==> src/rtl/bsc_stub_sink.sv <==
// Stub valid/ready sink: terminates NUM_CH streams with a selectable ready pattern
// and keeps a saturating beat count, sticky overflow flag and data signature per channel.
module bsc_stub_sink #(
    parameter int unsigned NUM_CH       = 1,
    parameter int unsigned WIDTH        = 32,
    parameter int unsigned MODE         = 0,
    parameter int unsigned READY_PERIOD = 4,
    parameter int unsigned CNT_WIDTH    = 32
) (
    input  logic                        clk,
    input  logic                        reset,
    input  logic                        clear,
    input  logic [NUM_CH-1:0]           in_valid,
    input  logic [NUM_CH*WIDTH-1:0]     in_data,
    output logic [NUM_CH-1:0]           in_ready,
    output logic [NUM_CH*CNT_WIDTH-1:0] beat_count,
    output logic [NUM_CH*WIDTH-1:0]     signature,
    output logic [NUM_CH-1:0]           overflow
);

    if (MODE > 2 || NUM_CH == 0 || WIDTH == 0 || READY_PERIOD == 0 || CNT_WIDTH == 0)
    begin : g_param_check
        $error("bsc_stub_sink: illegal parameter combination");
    end

    localparam int unsigned PhaseWidth = (READY_PERIOD > 1) ? $clog2(READY_PERIOD) : 1;
    localparam logic [PhaseWidth-1:0] PhaseLast = PhaseWidth'(READY_PERIOD - 1);

    logic [PhaseWidth-1:0] phase_q, phase_d;
    logic                  mode_ready;
    logic                  ready;

    always_comb begin
        phase_d = phase_q;
        if (clear) begin
            phase_d = '0;
        end else if (phase_q == PhaseLast) begin
            phase_d = '0;
        end else begin
            phase_d = phase_q + PhaseWidth'(1);
        end
    end

    always_ff @(posedge clk or posedge reset) begin
        if (reset) begin
            phase_q <= '0;
        end else begin
            phase_q <= phase_d;
        end
    end

    always_comb begin
        mode_ready = 1'b0;
        if (MODE == 0) begin
            mode_ready = 1'b1;
        end else if (MODE == 1) begin
            mode_ready = (phase_q == PhaseLast);
        end
    end

    // Gating with reset keeps ready low for the whole reset pulse, even when phase decodes true.
    assign ready    = mode_ready & ~clear & ~reset;
    assign in_ready = {NUM_CH{ready}};

    for (genvar c = 0; c < NUM_CH; c++) begin : g_ch
        logic [CNT_WIDTH-1:0] cnt_q, cnt_d;
        logic [WIDTH-1:0]     sig_q, sig_d;
        logic                 ovf_q, ovf_d;
        logic [WIDTH-1:0]     data;
        logic                 beat;

        assign data = in_data[c*WIDTH +: WIDTH];
        assign beat = in_valid[c] & ready;

        always_comb begin
            cnt_d = cnt_q;
            sig_d = sig_q;
            ovf_d = ovf_q;
            if (clear) begin
                cnt_d = '0;
                sig_d = '0;
                ovf_d = 1'b0;
            end else if (beat) begin
                if (&cnt_q) begin
                    ovf_d = 1'b1;
                end else begin
                    cnt_d = cnt_q + CNT_WIDTH'(1);
                end
                // Rotate-left by one; collapses to identity when WIDTH is 1.
                sig_d = ((sig_q << 1) | (sig_q >> (WIDTH - 1))) ^ data;
            end
        end

        always_ff @(posedge clk or posedge reset) begin
            if (reset) begin
                cnt_q <= '0;
                sig_q <= '0;
                ovf_q <= 1'b0;
            end else begin
                cnt_q <= cnt_d;
                sig_q <= sig_d;
                ovf_q <= ovf_d;
            end
        end

        assign beat_count[c*CNT_WIDTH +: CNT_WIDTH] = cnt_q;
        assign signature[c*WIDTH +: WIDTH]          = sig_q;
        assign overflow[c]                          = ovf_q;
    end

endmodule

==> config.mk <==
export PLATFORM = sky130hd
export DESIGN_NAME = bsc_stub_sink
export DESIGN_NICKNAME = d
export VERILOG_FILES = /design/src/rtl/bsc_stub_sink.sv
export SDC_FILE = /design/constraint.sdc
export NUM_CORES = 1
export LEC_CHECK = 0
export BUFFER_PORTS_ARGS = -buffer_cell sky130_fd_sc_hd__buf_2
export CORE_UTILIZATION = 50
export CTS_BUF_LIST = sky130_fd_sc_hd__clkbuf_8
export DETAILED_ROUTE_END_ITERATION = 8
export GPL_ROUTABILITY_DRIVEN = 0
export PLACE_DENSITY = 0.77
export SETUP_SLACK_MARGIN = 0.02
export SLEW_MARGIN = 20
export SYNTH_ARGS = -nofsm -noshare
export SYNTH_HDL_FRONTEND = slang
export SYNTH_SLANG_ARGS = --single-unit
export TNS_END_PERCENT = 30
==> constraint.sdc <==
create_clock -name clk -period 5.3 [get_ports clk]
set_input_delay 1.325 -clock clk [delete_from_list [all_inputs] [get_ports clk]]
set_output_delay 1.325 -clock clk [all_outputs]
set_load 0.01 [all_outputs]
==> out/metrics.yaml <==
multi_input_area_um2: 1592
ys_seq_elements: 65
cts_setup_buffers: 0
hold_class: "reg2reg"
stdcell_area_um2: 4094
slew_headroom_pct: 34.49
tightest_slew_ps: 976.6
grt_max_degree: 67
finalSetupViolCount: 0
cts_resized: 0
maxSlewViolCount: 0
drtIter0Drc: 137
yosysWarnings: 0
setup-tns-final_ps: 0
period_share_pct: 66.03
switchingPower_mw: 0.2644
firstDrtPassIters: 6
grt_pass1_wl_um: 12900
synth_top_area_share_pct: 48.62
numCtsBuffers: 9
place_area_um2: 3865
root_buffer: "clkbuf_8"
insertion_delay_ps: 340
clkTransAtPathRegs_ps: 70
syn_to_final_growth_pct: 22.36
avgSynthCellArea_um2: 9.754
wirelength_um: 7732
end_kind: "primary output"
antenna_found_initial: 0
layout_commonest_cell: "buf_2"
layout_min_cycle_time_ps: 3500
synth.distinct_cells: 46
ios: 102
clkPwrFrac_pct: 43.0
drc: 24
initial_core_util_pct: 52.09
vias: 2987
fin_skew_ps: 8.806
grt_pass1_vias: 2673
num-fill-cells: 541
design.core.area_um2: 6422
yosysTopAreaCell: "dfrtp_1"
swShare_pct: 23.79
seqCellArea_um2: 1627
dieArea_um2: 7022
ys.flop_type: "dfrtp_1"
nNetsFinal: 474
most-common-layout-cells: "101 x buf_2, 65 x dfrtp_1, 43 x nand3_1"
netlist_instances: 343
synth_nets: 380
p_per_area_nw_per_um2: 271.5
yosys-top-cells-area: "dfrtp_1 49%, xnor2_1 8.4%, nand3_1 6.4%, o21ai_0 6.0%, a21oi_1 3.1%"
clock.fmax_mhz: 285.8
place.port_buffers: 101
rsz0062_at_grt: "false"
outcome: "finished, violations left"
crit_fanout: 39
cts_sinks: 65
seq_power_share_pct: 47.5
cts_tree: "yes"
vdd_drop_max_mv: 0.1174
row_count: 29
whs_ps: 508.3
ant_nets: 0
hold_buffers: 0
routed_via_density: 5.755
finalHoldViolCount: 0
p_int_mw: 0.8471
wire_per_inst_um: 14.90
violations: "DRC"
startpoint_type: "input port"
ys_async_sr_fraction_pct: 100.0
max_cap_viol_count: 0
crit_type: "in2out"
power_mw: 1.112
cellLeakagePower_nw: 1.876
seq_area_frac_synth_pct: 48.62
cts_buffer_depth: 2
n_antenna_cell: 0
die_w_um: 83.80
die_h_um: 83.80
dp_hpwl_um: 5269
synth_area_um2: 3346
grtUsageTotal_pct: 23.29
gr-total-overflow: 0
htree_num_levels: 3
synth-edff-count: 0
pwr-share-comb_pct: 9.5
worstPathArrival_ps: 2170
reg2reg_slack_ps: 2720
required_ps: 3970
drive_gt1_share_pct: 31.90
## cell usage after synthesis (all sizes together) (2+ instances only)
cell type	n
o21ai	40
clkbuf	11
xnor2	32
mux2	5
and3	3
inv	7
or2	2
xor2	3
nor2b	5
a21oi	21
dfrtp	65
o211ai	2
o41ai	2
nand4	7
nor4	6
nor2	15
or3	9
or4	15
nand3	44
buf	8
and4	3
o31ai	11
o311ai	2
nand2	15
## per-stage QoR
stage / util (%) / cells / worst slack [ps]
6_report: 63.74 / 519 / 1800
5_1_grt: 63.74 / 519 / 1742
4_1_cts: 63.74 / 519 / 1798
3_5_place_dp: 60.18 / 503 / 1728
3_3_place_gp: 60.18 / 503 / 1765
2_1_floorplan: - / 343 / 2349
## critical path, stage by stage
cell and delay, ps:
buf_2 550, nor2_1 130, buf_2 170
## flip-flops by register name, summed over array words and instances (netlist names)
register,count
beat_count,32
overflow,1
signature,32
## layer usage
metal  global-route usage (%)  vias up  part of all wire (%)
met1                    32.51     1432                    47
li1                         -     1440                     -
met3                    4.550       13                   5.8
met2                    35.47      102                    46
met5                        0        -                     0
met4                    10.03        0                   1.7
## final timing paths
kind,start,endpoint,cells after the start
worst min-delay path,overflow,overflow,2
worst min register to register,overflow,overflow,2
max in group asynchronous,reset,beat_count[9],3
worst max-delay path,clear,in_ready,3
worst max register to register,beat_count[0],beat_count[31],6
min in group asynchronous,reset,overflow,2
## cells by family after synthesis
kind of cell,Yosys count,synth area share (%)
AO/OA/AOI/OAI,79,13.50
XOR/XNOR,35,9.162
adder cells (fa/ha/maj),1,0.3739
buffers and inverters,28,3.814
flip-flops,65,48.62
multiplexers,6,1.982
AND/OR/NAND/NOR,129,22.55
## layout make-up
type | instances | area share [%]
Clock buffer | 11 | 3.698
Timing Repair Buffer | 103 | 12.71
Tap cell | 77 | 2.353
Multi-Input combinational cell | 250 | 38.88
Clock inverter | 5 | 1.895
Inverter | 8 | 0.7335
Sequential cell | 65 | 39.73
## power groups by stage
stage,Clock (mW),Combinational [mW],Sequential [mW]
after floorplan,0,0.0558,0.544
after global placement,0,0.106,0.537
after detailed placement,0,0.107,0.537
after CTS,0.488,0.108,0.528
after global routing,0.515,0.118,0.530
final,0.478,0.106,0.528
Note: power is estimated with default switching activity, not from simulation.
